===== src/rtl/openhw_skidbuf_pkg.sv =====
// Shared types and default parameters for the openhw_skidbuf register slice.
package openhw_skidbuf_pkg;

  typedef enum logic [1:0] {
    EMPTY = 2'b00,
    BUSY  = 2'b01,
    FULL  = 2'b10
  } skidbuf_state_t;

  localparam int SKIDBUF_WIDTH_DEF = 32;
  localparam int SKIDBUF_CNTW_DEF  = 16;

endpackage


===== src/rtl/openhw_flopen.sv =====
// Plain enable flop bank, no reset; used for the main and skid data registers.
module openhw_flopen
  import openhw_skidbuf_pkg::*;
#(
  parameter int WIDTH = SKIDBUF_WIDTH_DEF
) (
  input  logic             clk,
  input  logic             en,
  input  logic [WIDTH-1:0] d,
  output logic [WIDTH-1:0] q
);

  always_ff @(posedge clk) begin
    if (en) q <= d;
  end

endmodule


===== src/rtl/openhw_skidbuf.sv =====
// Two-entry valid/ready register slice with full throughput and registered handshakes.
// Optional stall counter enabled by defining OPENHW_SKIDBUF_STATS_EN.
//
//   state | meaning
//   EMPTY | nothing held; OutValid=0, InReady=1
//   BUSY  | main register valid; OutValid=1, InReady=1
//   FULL  | main and skid registers valid; OutValid=1, InReady=0
module openhw_skidbuf
  import openhw_skidbuf_pkg::*;
#(
  parameter int WIDTH = SKIDBUF_WIDTH_DEF,
  parameter int CNTW  = SKIDBUF_CNTW_DEF
) (
  input  logic             clk,
  input  logic             reset,
  input  logic             Flush,
  input  logic             InValid,
  output logic             InReady,
  input  logic [WIDTH-1:0] InData,
  output logic             OutValid,
  input  logic             OutReady,
  output logic [WIDTH-1:0] OutData,
  output logic [CNTW-1:0]  StallCount
);

  skidbuf_state_t state_q, state_d;
  logic             in_xfer, out_xfer;
  logic             main_en, main_sel_skid, skid_en;
  logic [WIDTH-1:0] main_d, skid_q;

  assign OutValid = (state_q != EMPTY);
  assign InReady  = (state_q != FULL);
  assign in_xfer  = InValid & InReady;
  assign out_xfer = OutValid & OutReady;

  always_ff @(posedge clk) begin
    if (reset) state_q <= EMPTY;
    else       state_q <= state_d;
  end

  always_comb begin
    state_d       = state_q;
    main_en       = 1'b0;
    main_sel_skid = 1'b0;
    skid_en       = 1'b0;
    if (Flush) begin
      state_d = EMPTY;
    end else begin
      case (state_q)
        EMPTY: begin
          if (in_xfer) begin
            state_d = BUSY;
            main_en = 1'b1;
          end
        end
        BUSY: begin
          if (in_xfer && out_xfer) begin
            main_en = 1'b1;
          end else if (in_xfer) begin
            state_d = FULL;
            skid_en = 1'b1;
          end else if (out_xfer) begin
            state_d = EMPTY;
          end
        end
        FULL: begin
          // Skid entry is older than anything the producer can offer now.
          if (out_xfer) begin
            state_d       = BUSY;
            main_en       = 1'b1;
            main_sel_skid = 1'b1;
          end
        end
        default: state_d = EMPTY;
      endcase
    end
  end

  assign main_d = main_sel_skid ? skid_q : InData;

  openhw_flopen #(.WIDTH(WIDTH)) u_main (
    .clk (clk),
    .en  (main_en),
    .d   (main_d),
    .q   (OutData)
  );

  openhw_flopen #(.WIDTH(WIDTH)) u_skid (
    .clk (clk),
    .en  (skid_en),
    .d   (InData),
    .q   (skid_q)
  );

`ifdef OPENHW_SKIDBUF_STATS_EN
  logic [CNTW-1:0] stall_cnt_q;

  always_ff @(posedge clk) begin
    if (reset || Flush)
      stall_cnt_q <= '0;
    else if (OutValid && !OutReady && (stall_cnt_q != {CNTW{1'b1}}))
      stall_cnt_q <= stall_cnt_q + 1'b1;
  end

  assign StallCount = stall_cnt_q;
`else
  assign StallCount = '0;
`endif

endmodule


===== config.mk =====
export PLATFORM = sky130hd
export DESIGN_NAME = openhw_skidbuf
export DESIGN_NICKNAME = d
export VERILOG_FILES = /design/src/rtl/openhw_skidbuf_pkg.sv /design/src/rtl/openhw_flopen.sv /design/src/rtl/openhw_skidbuf.sv
export SDC_FILE = /design/constraint.sdc
export NUM_CORES = 1
export LEC_CHECK = 0
export CAP_MARGIN = 20
export CORE_MARGIN = 4
export CORE_UTILIZATION = 45
export CTS_CLUSTER_SIZE = 24
export DETAILED_ROUTE_END_ITERATION = 10
export PLACE_DENSITY = 0.85
export REMOVE_ABC_BUFFERS = 1
export SLEW_MARGIN = 10
export SYNTH_ARGS = -nofsm -noshare
export SYNTH_HDL_FRONTEND = slang
export SYNTH_SLANG_ARGS = --single-unit
export TNS_END_PERCENT = 1

===== constraint.sdc =====
create_clock -name clk -period 4.2 [get_ports clk]
set_input_delay 0.84 -clock clk [delete_from_list [all_inputs] [get_ports clk]]
set_output_delay 0.84 -clock clk [all_outputs]
set_load 0.03 [all_outputs]

==> results by group <==
Clock tree
  • # hold bufs at CTS: 0
  • CTS max path bufs: 2
  • Clock Root Buffer: clkbuf_8
  • Max H-tree Level: 3
  • Clock Sinks: 66
  • CTS buffer count: 9
  • Clock transition at the registers of the reported paths: 70 ps
  • Post-CTS setup repair buffer count: 0
  • Clock Latency Late Sink: approximately 340 ps
  • CTS tree: yes
  • Post-CTS sizing: 0

Detailed routing
  • Via count: 1,347
  • Post-route antenna net violation count: 0
  • DR WL/cell: 16.5 µm
  • WL final: around 4.7 mm
  • DRC viols: 0
  • Initial DRC Count: 77
  • 1st-pass router iterations: 4
  • Routed vias/inst: 4.71

Yosys
  • FFs w/ async S/R, synth: 0%
  • Synth Area in XOR/XNOR: 0%
  • Register area share after synthesis: 75.9%
  • Synthesized instance count: approximately 130
  • Cell area after synthesis: 2580 µm²
  • Synth Area in Compound Gates: 1.16%
  • Adder-Cell Fraction of Synth Area: 0%
  • Post-synthesis mux area share: 13.9%
  • Mean area per synthesized cell: 19.7 µm²
  • Netlist cell types: 18
  • Most frequent cells after synthesis: edfxtp_1 (64), mux2_2 (32), buf_4 (16), buf_6 (3)
  • Post-synth top area cell: edfxtp_1
  • Area share of and/or/nand/nor cells after synthesis: under 10%
  • Synth area leaders: edfxtp_1 (74%), mux2_2 (14%), buf_4 (4.6%)
  • Synth Flop Type: edfxtp_1
  • Ys Warns: 0
  • FF+latch count, synth: 66
  • Top-area cell type share of the netlist area: 74.4%
  • Post-synth EDFFs: 64
  • Most common cell in the synthesized netlist: edfxtp_1
  • Main combinational cell family by area after synthesis: multiplexers

Setup path
  • Crit path DAT: roughly 2600 ps
  • CP Capture Type: register
  • Reg-to-reg setup timing slack: 2220 ps
  • Max incr delay on CP: 850 ps
  • Crit path kind: input pin to register
  • CP Launch Type: input pin
  • Delay-heaviest family, CP: compound AO/OA/AOI/OAI gates
  • WP buf/inv: 1
  • Crit-path max FO: 32
  • Crit-path cells: clkdlybuf4s50_1 -> nand2b_1 -> nand2_1 -> a21oi_4
  • WP data required: 4150 ps
  • Slowest cell on the critical path: a21oi_4

STA
  • Maximum achievable frequency: 0.384 GHz
  • RSZ-0062 raised after global routing: false
  • Min Hold Slack: 541 ps
  • Hold Fails Final Rpt: 0
  • Slew HR: 29.1%
  • Tmin final: between 2000 and 3000 ps
  • Final Max Tran Viols: 0
  • Clk_skew: 7.20 ps
  • Setup violators final: 0
  • Part of the cycle the worst path needs: 62.0%
  • Setup tns final: 0 ps
  • Worst slew pin tran: 1060 ps

Flow run
  • Max Cap Viol: 0

Placed design
  • Final GP Congestion: 0.770
  • I/O Buffers: 70
  • Final HPWL DP: 3.13 mm

Layout
  • Post-layout util: 62.8%
  • Antenna fix cells: 0
  • NumNets Final: 247
  • Area Overhead vs Synth: 34.8%
  • Layout cells sized above 1: 23.4%

Floorplan
  • I/O pin count: 87
  • Die Span X: 83.8 µm
  • Die Footprint: 7020 µm²
  • # rows: 27
  • Initial Util: 46.6%
  • Vert. Die Dim: 83.8 µm
  • Core footprint: roughly 5500 µm²

Global route
  • Vias in the first global route: 1,403
  • First-pass GRT wire length: 7.29 mm
  • Largest net degree at the start of global routing: 33
  • Total grt overflow: 0
  • Initial antenna violation count: 0
  • GR Util All Layers: approximately 14%

Worst hold path
  • Hold Path Class: register to register

Pwr
  • Worst VDD drop: 0.256 mV
  • Leak: 1.18 nW
  • Final Power: 1.37 mW
  • Power Density: around 400 nW/µm²

Status
  • Status: finished, final reports clean
state kept, by name, indices dropped and copies added, names as in the netlist:
| signal | flops |
|---|---|
| state_q | 2 |
| u_main.q | 32 |
| u_skid.q | 32 |
area by class of cell:
type | count | area, µm²
clock inverter | 5 | 46.3
timing repair buffer | 72 | 716
multi-input combinational | 61 | 541
sequential | 66 | 1960
tap | 72 | 90.1
clock buffer | 10 | 128
fill | 424 | 2060
power by group:
part	total, mW	leakage [nW]	switching, mW	internal (mW)
Combinational	0.143	0.483	0.0769	0.0656
Sequential	0.748	0.604	0.00571	0.742
Clock	0.478	0.0886	0.215	0.264
per-layer routing:
metal	up-vias	global-route usage (%)	wire length [µm]
li1	633	-	-
met1	647	17.6	2070
met2	58	20.5	2210
met3	9	6.91	367
met4	0	5.70	63
met5	-	0	0
cell families (layout without fill, tap and decap cells):
group | Yosys count | count (layout)
AO/OA/AOI/OAI | 4 | 4
buffers and inverters | 19 | 87
flip-flops | 66 | 66
multiplexers | 32 | 32
other | 1 | 16
AND/OR/NAND/NOR | 9 | 9
stage by stage:
step / std cells / worst slack, ps / instance area, µm²
after floorplan: 127 / 300 / 2490
after detailed placement: 271 / 1250 / 3310
after global routing: 286 / 1510 / 3480
after CTS: 286 / 1600 / 3480
final: 286 / 1600 / 3480
after global placement: 271 / 1330 / 3310
worst paths after layout:
kind                           startpoint                     to  depth (start not counted)
setup / recovery                 OutReady  u_main.q[2]$_DFFE_PP_                          4
hold / removal      u_skid.q[7]$_DFFE_PP_  u_main.q[7]$_DFFE_PP_                          1
setup reg to reg  state_q[1]$_SDFFE_PP0P_  u_main.q[2]$_DFFE_PP_                          3
hold reg to reg     u_skid.q[7]$_DFFE_PP_  u_main.q[7]$_DFFE_PP_                          1
cell usage in the layout (no fill, tap or decap):
| cell type | Yosys | routed |
|---|---|---|
| clkbuf_8 | 0 | 9 |
| clkbuf_1 | 0 | 1 |
| nand2_1 | 2 | 2 |
| nor3b_2 | 0 | 1 |
| o31a_1 | 1 | 1 |
| a211oi_1 | 1 | 1 |
| edfxtp_1 | 64 | 64 |
| nor3b_4 | 1 | 1 |
| nand2b_4 | 1 | 1 |
| mux2_2 | 32 | 32 |
| or2_2 | 1 | 1 |
| clkinv_2 | 0 | 1 |
| nand3b_1 | 1 | 1 |
| clkinv_1 | 0 | 3 |
| dfxtp_1 | 2 | 2 |
| bufinv_16 | 0 | 1 |
| a2111oi_0 | 1 | 1 |
| a21oi_4 | 0 | 1 |
| conb_1 | 1 | 16 |
| buf_4 | 16 | 2 |
| nand2b_1 | 1 | 1 |
| clkdlybuf4s50_1 | 0 | 70 |
| nor2b_1 | 1 | 1 |
(Power assumes the default switching activity.)
